===== config.mk =====
export PLATFORM = sky130hd
export DESIGN_NAME = udp_loop_perf_tester
export DESIGN_NICKNAME = d
export VERILOG_FILES = /design/src/rtl/udp_perf_pkg.sv /design/src/rtl/udp_perf_checker.sv /design/src/rtl/udp_loop_perf_tester.sv
export SDC_FILE = /design/constraint.sdc
export NUM_CORES = 2
export LEC_CHECK = 0
export ABC_AREA = 0
export BUFFER_PORTS_ARGS = -buffer_cell sky130_fd_sc_hd__buf_2
export CAP_MARGIN = 20
export CORE_AREA = 10 10 580 582
export CTS_BUF_LIST = sky130_fd_sc_hd__clkbuf_16
export CTS_CLUSTER_DIAMETER = 60
export DETAILED_ROUTE_END_ITERATION = 10
export DIE_AREA = 0 0 590 592
export PLACE_DENSITY = 0.3
export SYNTH_ARGS = -nofsm -noshare
export SYNTH_HDL_FRONTEND = slang
export SYNTH_HIERARCHICAL = 1
export SYNTH_SLANG_ARGS = --single-unit

===== constraint.sdc =====
create_clock -name clk -period 6.7 [get_ports clk]
set_input_delay 0.335 -clock clk [delete_from_list [all_inputs] [get_ports clk]]
set_output_delay 0.335 -clock clk [all_outputs]
set_load 0.1 [all_outputs]

===== src/rtl/udp_perf_pkg.sv =====
// Shared types and pattern helper for the UDP/CMAC loop performance tester.
package udp_perf_pkg;

  typedef enum logic [1:0] {
    IDLE = 2'd0,
    SEND = 2'd1,
    GAP  = 2'd2,
    DONE = 2'd3
  } gen_state_t;

  localparam int unsigned PAT_WORD_W = 32;

  // One 32-bit pattern word: packet sequence in the upper half, beat index in the lower.
  function automatic logic [PAT_WORD_W-1:0] pat_word(input logic [15:0] seq, input logic [15:0] beat);
    return {seq, beat};
  endfunction

endpackage


===== src/rtl/udp_perf_checker.sv =====
// Loopback checker: compares the RX stream against the expected pattern,
// resynchronises on every tlast and keeps the RX-side statistics.
// Optional: PERF_LATENCY_EN masks the first-beat timestamp and tracks round-trip latency.
module udp_perf_checker #(
  parameter int unsigned DATA_WIDTH = 512,
  parameter int unsigned CNT_WIDTH  = 32
) (
  input  logic                  clk,
  input  logic                  reset,
  input  logic                  clear,
  input  logic [15:0]           beats,
  input  logic                  rx_beat,
  input  logic                  rx_last,
  input  logic [DATA_WIDTH-1:0] rx_data,
  input  logic [CNT_WIDTH-1:0]  now,
  output logic [CNT_WIDTH-1:0]  rx_pkt_cnt,
  output logic [CNT_WIDTH-1:0]  err_pkt_cnt,
  output logic [CNT_WIDTH-1:0]  rx_beat_cnt,
  output logic [CNT_WIDTH-1:0]  rx_cycle_cnt,
  output logic                  rx_cycle_full,
  output logic [CNT_WIDTH-1:0]  lat_min,
  output logic [CNT_WIDTH-1:0]  lat_max
);
  import udp_perf_pkg::*;

  logic [15:0]           exp_seq;
  logic [15:0]           exp_beat;
  logic                  pkt_bad;
  logic                  beat_bad;
  logic                  rx_started;
  logic [DATA_WIDTH-1:0] exp_data;
  logic [DATA_WIDTH-1:0] cmp_mask;
  logic [CNT_WIDTH-1:0]  live_cyc;
  logic [CNT_WIDTH-1:0]  live_next;
  logic                  live_ovf;
  logic                  live_ovf_next;

  // Expected beat and per-beat error decision (data mismatch or tlast on the wrong beat).
  always_comb begin
    exp_data = '0;
    cmp_mask = '1;
    for (int unsigned i = 0; i < DATA_WIDTH / PAT_WORD_W; i++)
      exp_data[i*PAT_WORD_W +: PAT_WORD_W] = pat_word(exp_seq, exp_beat);
`ifdef PERF_LATENCY_EN
    if (exp_beat == '0) cmp_mask[63:32] = '0;
`endif
    beat_bad = (((rx_data ^ exp_data) & cmp_mask) != '0) ||
               (rx_last != (exp_beat == beats - 16'd1));
  end

  // Running cycle count since the first RX beat; committed to rx_cycle_cnt at each tlast.
  always_comb begin
    live_next     = CNT_WIDTH'(1);
    live_ovf_next = live_ovf;
    if (rx_started) begin
      if (live_cyc == '1) begin
        live_next     = live_cyc;
        live_ovf_next = 1'b1;
      end else begin
        live_next = live_cyc + CNT_WIDTH'(1);
      end
    end
  end

  // RX tracking state and saturating statistics.
  always_ff @(posedge clk or posedge reset) begin
    if (reset) begin
      exp_seq       <= '0;
      exp_beat      <= '0;
      pkt_bad       <= 1'b0;
      rx_started    <= 1'b0;
      live_cyc      <= '0;
      live_ovf      <= 1'b0;
      rx_pkt_cnt    <= '0;
      err_pkt_cnt   <= '0;
      rx_beat_cnt   <= '0;
      rx_cycle_cnt  <= '0;
      rx_cycle_full <= 1'b0;
    end else if (clear) begin
      exp_seq       <= '0;
      exp_beat      <= '0;
      pkt_bad       <= 1'b0;
      rx_started    <= 1'b0;
      live_cyc      <= '0;
      live_ovf      <= 1'b0;
      rx_pkt_cnt    <= '0;
      err_pkt_cnt   <= '0;
      rx_beat_cnt   <= '0;
      rx_cycle_cnt  <= '0;
      rx_cycle_full <= 1'b0;
    end else begin
      if (rx_started || rx_beat) begin
        rx_started <= 1'b1;
        live_cyc   <= live_next;
        live_ovf   <= live_ovf_next;
      end
      if (rx_beat) begin
        if (rx_beat_cnt != '1) rx_beat_cnt <= rx_beat_cnt + CNT_WIDTH'(1);
        if (rx_last) begin
          if (rx_pkt_cnt != '1) rx_pkt_cnt <= rx_pkt_cnt + CNT_WIDTH'(1);
          if ((pkt_bad || beat_bad) && (err_pkt_cnt != '1))
            err_pkt_cnt <= err_pkt_cnt + CNT_WIDTH'(1);
          // Resync to the received sequence so a single drop costs a single error.
          exp_seq      <= rx_data[31:16] + 16'd1;
          exp_beat     <= '0;
          pkt_bad      <= 1'b0;
          rx_cycle_cnt <= live_next;
          if (live_ovf_next) rx_cycle_full <= 1'b1;
        end else begin
          exp_beat <= exp_beat + 16'd1;
          pkt_bad  <= pkt_bad || beat_bad;
        end
      end
    end
  end

`ifdef PERF_LATENCY_EN
  logic [CNT_WIDTH-1:0] lat_now;
  assign lat_now = CNT_WIDTH'(32'(now) - rx_data[63:32]);

  // Min/max round-trip latency measured on every first beat.
  always_ff @(posedge clk or posedge reset) begin
    if (reset) begin
      lat_min <= '0;
      lat_max <= '0;
    end else if (clear) begin
      lat_min <= '1;
      lat_max <= '0;
    end else if (rx_beat && (exp_beat == '0)) begin
      if (lat_now < lat_min) lat_min <= lat_now;
      if (lat_now > lat_max) lat_max <= lat_now;
    end
  end
`else
  logic unused_now;
  assign unused_now = ^now;
  assign lat_min    = '0;
  assign lat_max    = '0;
`endif

endmodule


===== src/rtl/udp_loop_perf_tester.sv =====
// AXI-Stream pattern generator with loopback checker and performance counters
// for UDP/CMAC loop tests. Optional build macro: PERF_LATENCY_EN (timestamp in
// first-beat bits [63:32] and round-trip latency tracking).
module udp_loop_perf_tester #(
  parameter int unsigned DATA_WIDTH = 512,
  parameter int unsigned KEEP_WIDTH = DATA_WIDTH / 8,
  parameter int unsigned CNT_WIDTH  = 32
) (
  input  logic                  clk,
  input  logic                  reset,
  input  logic                  cfg_start,
  input  logic                  cfg_stop,
  input  logic [15:0]           cfg_pkt_beats,
  input  logic [15:0]           cfg_pkt_gap,
  input  logic [CNT_WIDTH-1:0]  cfg_pkt_num,
  output logic                  tx_axis_tvalid,
  input  logic                  tx_axis_tready,
  output logic                  tx_axis_tlast,
  output logic [DATA_WIDTH-1:0] tx_axis_tdata,
  output logic [KEEP_WIDTH-1:0] tx_axis_tkeep,
  output logic                  tx_axis_tuser,
  input  logic                  rx_axis_tvalid,
  output logic                  rx_axis_tready,
  input  logic                  rx_axis_tlast,
  input  logic [DATA_WIDTH-1:0] rx_axis_tdata,
  input  logic [KEEP_WIDTH-1:0] rx_axis_tkeep,
  input  logic                  rx_axis_tuser,
  output logic                  busy,
  output logic [CNT_WIDTH-1:0]  tx_pkt_cnt,
  output logic [CNT_WIDTH-1:0]  rx_pkt_cnt,
  output logic [CNT_WIDTH-1:0]  err_pkt_cnt,
  output logic [CNT_WIDTH-1:0]  tx_beat_cnt,
  output logic [CNT_WIDTH-1:0]  rx_beat_cnt,
  output logic [CNT_WIDTH-1:0]  tx_cycle_cnt,
  output logic [CNT_WIDTH-1:0]  rx_cycle_cnt,
  output logic                  tx_cycle_full,
  output logic                  rx_cycle_full,
  output logic [CNT_WIDTH-1:0]  lat_min,
  output logic [CNT_WIDTH-1:0]  lat_max
);
  import udp_perf_pkg::*;

  gen_state_t           state;
  logic [15:0]          beats_q;
  logic [15:0]          gap_q;
  logic [15:0]          gap_cnt;
  logic [15:0]          pkt_seq;
  logic [15:0]          beat_idx;
  logic [CNT_WIDTH-1:0] num_q;
  logic                 stop_pend;
  logic                 tx_started;
  logic                 tx_hs;
  logic                 last_beat;
  logic                 start_ok;
  logic                 count_done;
  logic                 unused_rx;

  assign tx_hs      = tx_axis_tvalid && tx_axis_tready;
  assign last_beat  = (beat_idx == beats_q - 16'd1);
  assign start_ok   = cfg_start && (state == IDLE);
  assign count_done = (num_q != '0) && (tx_pkt_cnt + CNT_WIDTH'(1) == num_q);
  assign unused_rx  = ^{rx_axis_tkeep, rx_axis_tuser};

  assign busy           = (state != IDLE);
  assign tx_axis_tvalid = (state == SEND);
  assign tx_axis_tlast  = (state == SEND) && last_beat;
  assign tx_axis_tkeep  = (state == SEND) ? '1 : '0;
  assign tx_axis_tuser  = 1'b0;

`ifdef PERF_LATENCY_EN
  logic [CNT_WIDTH-1:0] ts;
  logic [CNT_WIDTH-1:0] ts_hold;

  // Free-running timestamp; the copy on the wire freezes while a first beat waits for tready.
  always_ff @(posedge clk or posedge reset) begin
    if (reset) begin
      ts      <= '0;
      ts_hold <= '0;
    end else begin
      ts <= ts + CNT_WIDTH'(1);
      if (!(tx_axis_tvalid && (beat_idx == '0) && !tx_axis_tready)) ts_hold <= ts;
    end
  end
`endif

  // TX beat contents: replicated pattern word, zero when not sending.
  always_comb begin
    tx_axis_tdata = '0;
    if (state == SEND) begin
      for (int unsigned i = 0; i < DATA_WIDTH / PAT_WORD_W; i++)
        tx_axis_tdata[i*PAT_WORD_W +: PAT_WORD_W] = pat_word(pkt_seq, beat_idx);
`ifdef PERF_LATENCY_EN
      if (beat_idx == '0) tx_axis_tdata[63:32] = 32'(ts_hold);
`endif
    end
  end

  // Generator FSM: beat/packet sequencing, inter-packet gap, stop and count termination.
  always_ff @(posedge clk or posedge reset) begin
    if (reset) begin
      state     <= IDLE;
      beats_q   <= 16'd1;
      gap_q     <= '0;
      num_q     <= '0;
      gap_cnt   <= '0;
      pkt_seq   <= '0;
      beat_idx  <= '0;
      stop_pend <= 1'b0;
    end else begin
      case (state)
        IDLE: begin
          if (start_ok) begin
            beats_q   <= (cfg_pkt_beats == '0) ? 16'd1 : cfg_pkt_beats;
            gap_q     <= cfg_pkt_gap;
            num_q     <= cfg_pkt_num;
            pkt_seq   <= '0;
            beat_idx  <= '0;
            stop_pend <= 1'b0;
            state     <= SEND;
          end
        end
        SEND: begin
          if (cfg_stop) stop_pend <= 1'b1;
          if (tx_hs) begin
            if (last_beat) begin
              beat_idx <= '0;
              pkt_seq  <= pkt_seq + 16'd1;
              if (stop_pend || cfg_stop || count_done) begin
                state <= DONE;
              end else if (gap_q != '0) begin
                gap_cnt <= gap_q;
                state   <= GAP;
              end
            end else begin
              beat_idx <= beat_idx + 16'd1;
            end
          end
        end
        GAP: begin
          gap_cnt <= gap_cnt - 16'd1;
          if (cfg_stop || stop_pend) state <= DONE;
          else if (gap_cnt == 16'd1) state <= SEND;
        end
        DONE:    state <= IDLE;
        default: state <= IDLE;
      endcase
    end
  end

  // TX statistics; the cycle counter runs from the first handshake until DONE.
  always_ff @(posedge clk or posedge reset) begin
    if (reset) begin
      tx_pkt_cnt    <= '0;
      tx_beat_cnt   <= '0;
      tx_cycle_cnt  <= '0;
      tx_cycle_full <= 1'b0;
      tx_started    <= 1'b0;
    end else if (start_ok) begin
      tx_pkt_cnt    <= '0;
      tx_beat_cnt   <= '0;
      tx_cycle_cnt  <= '0;
      tx_cycle_full <= 1'b0;
      tx_started    <= 1'b0;
    end else begin
      if (tx_hs && (tx_beat_cnt != '1)) tx_beat_cnt <= tx_beat_cnt + CNT_WIDTH'(1);
      if (tx_hs && last_beat && (tx_pkt_cnt != '1)) tx_pkt_cnt <= tx_pkt_cnt + CNT_WIDTH'(1);
      if (((state == SEND) || (state == GAP)) && (tx_started || tx_hs)) begin
        tx_started <= 1'b1;
        if (tx_cycle_cnt == '1) tx_cycle_full <= 1'b1;
        else                    tx_cycle_cnt  <= tx_cycle_cnt + CNT_WIDTH'(1);
      end
    end
  end

  // RX side is always ready once out of reset.
  always_ff @(posedge clk or posedge reset) begin
    if (reset) rx_axis_tready <= 1'b0;
    else       rx_axis_tready <= 1'b1;
  end

  udp_perf_checker #(
    .DATA_WIDTH (DATA_WIDTH),
    .CNT_WIDTH  (CNT_WIDTH)
  ) u_checker (
    .clk           (clk),
    .reset         (reset),
    .clear         (start_ok),
    .beats         (beats_q),
    .rx_beat       (rx_axis_tvalid && rx_axis_tready),
    .rx_last       (rx_axis_tlast),
    .rx_data       (rx_axis_tdata),
`ifdef PERF_LATENCY_EN
    .now           (ts),
`else
    .now           ('0),
`endif
    .rx_pkt_cnt    (rx_pkt_cnt),
    .err_pkt_cnt   (err_pkt_cnt),
    .rx_beat_cnt   (rx_beat_cnt),
    .rx_cycle_cnt  (rx_cycle_cnt),
    .rx_cycle_full (rx_cycle_full),
    .lat_min       (lat_min),
    .lat_max       (lat_max)
  );

endmodule


==> results.ini <==
[outcome]
outcome=completed

[timing]
rsz0062_at_grt=false
tightestPinTransition_ns=1.16
timing.final.crit_share=0.753
drv_slew=0
finClkSkew_ns=0.0389
fin_setup_tns_ns=0
fmax_ghz=0.198
layout_setup_ws_ns=1.65
relSlewSlack=0.222
setup_viol=0
finalHoldViolCount=0
layout_min_cycle_time_ns=5.05
hold_slack_ns=0.0803

[critical_path]
cpMaxStageDelayCell=dfrtp_1
cp-start-kind=flop
rrSetupSlack_ns=1.65
rr_startpoint=u_checker/exp_seq[14]
slowest_delay_ns=1.07
startpoint=u_checker/exp_seq[14]
end_kind=flop
rr_endpoint=u_checker/err_pkt_cnt[0]
worstPathMaxFanout=42
path_class=flop to flop
critPathRequiredTime_ns=7.27
arrival_ns=5.61
reg2regPathDepth=11
crit_chain=buf_4 -> inv_1 -> a2111o_1 -> nor4_1 -> nand4_1 -> nor4_1 -> nand4_1 -> nor4b_4 -> buf_4 -> nor2_1 -> mux2_4
crit_path_end=u_checker/err_pkt_cnt[0]

[drt]
drt.antenna.violating_nets=0
vias_per_cell=3.71
num_vias=35753
drt_wl_total_microns=295000
dr.pass1.iters=6
drtIter0Drc=2631
drcViolationCount=0
routedWlPerCell_microns=30.6

[final_layout]
fin_nets=5713
syn2layout_area_growth_pct=36.5
regArea_sq_um=10300
drive_above_1_share=0.330
multi_input_area_sq_um=17400
nFillCells=37447

[synthesis]
synth_top_area_cell=dfrtp_1
ys_top_cells_by_count=buf_4 (611), nand2_1 (427), dfrtp_1 (409), nor2_1 (391), xnor2_1 (218)
yosys-top-cells-area=dfrtp_1 (31%), buf_4 (14%), xnor2_1 (5.8%), xor2_1 (4.9%), nand2_1 (4.8%)
synth_area_per_cell_sq_um=7.99
synthFlopType=dfrtp_1
synth-seq-cells=410
async_flop_share=1.00
synth_edf_count=0
syn_area_sq_um=33100
yosysSeqAreaShare=0.310
netlist.area_leader.share=0.309
synth_cell_type_count=81
synth.most_common_cell=buf_4
synth-warning-count=6
syn_inst=4148

[pwr]
power_density_nw_per_um2=349
p_comb_frac=0.505
clockPowerShare=0.266
p_int_uw=7170
switchingPower_uw=8620
leakage_uw=0.0205
seqPwrFrac=0.229
switching_share=0.546
max-vdd-ir-drop_mv=0.732

[floorplan]
io_pins=1519
dieWidth_microns=590
die-area_sq_um=349000
core_area_sq_um=324000
initial_core_util=0.102
dieHeight_microns=592
rows=209

[clock_tree]
cts-buffers-inserted=76
clk_latency_ns=0.71
cts-root-buf=clkbuf_16
post_cts_buffers=0
clk_path_buf_depth=3
h-tree-depth=3
cts.sinks=410
cts.clk_slew.worst_paths_ns=0.05
cts_tree=done

[global_route]
grt_pass1_vias=35193
grt_remaining_overflow=0
grt_use_total=0.159
grt_pass1_wl_microns=371000
grt_max_degree=126
antenna_found_initial=221

[hold_path]
hp-class=input port to flop

[place]
dp.final_hpwl_microns=252000
routabilityCongestion=0.940
place_ws_ns=1.49
io_buffers=1388

[flow_run]
maxCapViolCount=0

## per-stage QoR
stage	total power [uW]	utilization	cells	cell area, sq um
finish	15800	0.140	9634	45200
global route	16500	0.139	9580	45100
CTS	16000	0.138	9433	44700
detailed placement	11600	0.128	9223	41300
global placement	11600	0.127	9218	41300
floorplan	9210	-	4211	33400
## cell type report
class / instances / area share
Antenna cell: 200 / 0.0111
Multi-Input combinational cell: 2885 / 0.385
Inverter: 108 / 0.00946
Clock buffer: 78 / 0.0432
Sequential cell: 410 / 0.227
Tap cell: 4325 / 0.120
Timing Repair Buffer: 1565 / 0.189
Clock inverter: 63 / 0.0158
## kinds of logic after synthesis
family | synth area share
adders and majority gates | 0.00717
other | 0.000340
and+or+nand+nor | 0.267
xor gates and xnor gates | 0.107
buffers and inverters | 0.175
DFF | 0.310
muxes | 0.0138
AOI/OAI and AO/OA | 0.120
## critical path, delay by kind of cell (launching register included)
kind	cells	cell delay (ns)
AOI/OAI and AO/OA	1	0.43
muxes	1	0.32
buffers and inverters	3	0.99
and+or+nand+nor	6	2.06
DFF	1	1.07
## registers in the layout (all words and copies together) (netlist names), 32 cells and up
name / flops
tx_pkt_cnt: 32
u_checker/err_pkt_cnt: 32
u_checker/live_cyc: 32
u_checker/rx_beat_cnt: 32
tx_cycle_cnt: 32
num_q: 32
u_checker/rx_cycle_cnt: 32
tx_beat_cnt: 32
u_checker/rx_pkt_cnt: 32
## metal layers
| metal | vias to the layer above | wire (microns) | track usage |
|---|---|---|---|
| met5 | - | 762 | 0 |
| met4 | 122 | 18600 | 0.0832 |
| met3 | 573 | 30100 | 0.0646 |
| met2 | 1831 | 138000 | 0.265 |
| met1 | 17475 | 108000 | 0.174 |
| li1 | 15752 | - | - |
## worst min path at each step
stage | startpoint | end | slack [ns] | depth (start not counted)
5_1_grt | rx_axis_tdata[25] | u_checker/exp_seq[9] | 0.05 | 3
4_1_cts | rx_axis_tdata[25] | u_checker/exp_seq[9] | 0.01 | 3
3_5_place_dp | u_checker/rx_cycle_cnt[9] | u_checker/rx_cycle_cnt[9] | 0.47 | 2
3_3_place_gp | u_checker/rx_cycle_cnt[0] | u_checker/rx_cycle_cnt[0] | 0.46 | 1
2_1_floorplan | rx_axis_tdata[16] | u_checker/exp_seq[0] | 0.44 | 1
6_report | rx_axis_tdata[25] | u_checker/exp_seq[9] | 0.08 | 3
## layout by cell type (no fill, tap or decap), types with 49 or more instances in the layout
cell	count
a21oi_1	100
and2_1	56
and3_1	65
buf_2	1389
buf_4	100
clkbuf_16	78
conb_1	66
dfrtp_1	401
diode_2	200
dlygate4sd3_1	69
inv_1	111
nand2_1	426
nand2b_1	93
nand3_1	166
nand4_1	101
nor2_1	387
nor2b_1	86
nor3_1	110
nor4_1	110
o21ai_0	155
o22ai_1	49
or3_1	51
xnor2_1	218
xor2_1	185
## power groups by stage
stage	Sequential, uW	Clock, uW	Combinational (uW)
floorplan	3710	0	5500
global placement	3660	0	7910
detailed placement	3650	0	7950
CTS	3610	4350	8020
global route	3670	4440	8370
finish	3610	4200	7980
## timing repair
action / CTS / global route
hold endpoints to repair: 265 / 0
hold buffers: 69 / 0
resized for setup: 0 / 0
(Power assumes the default switching activity.)
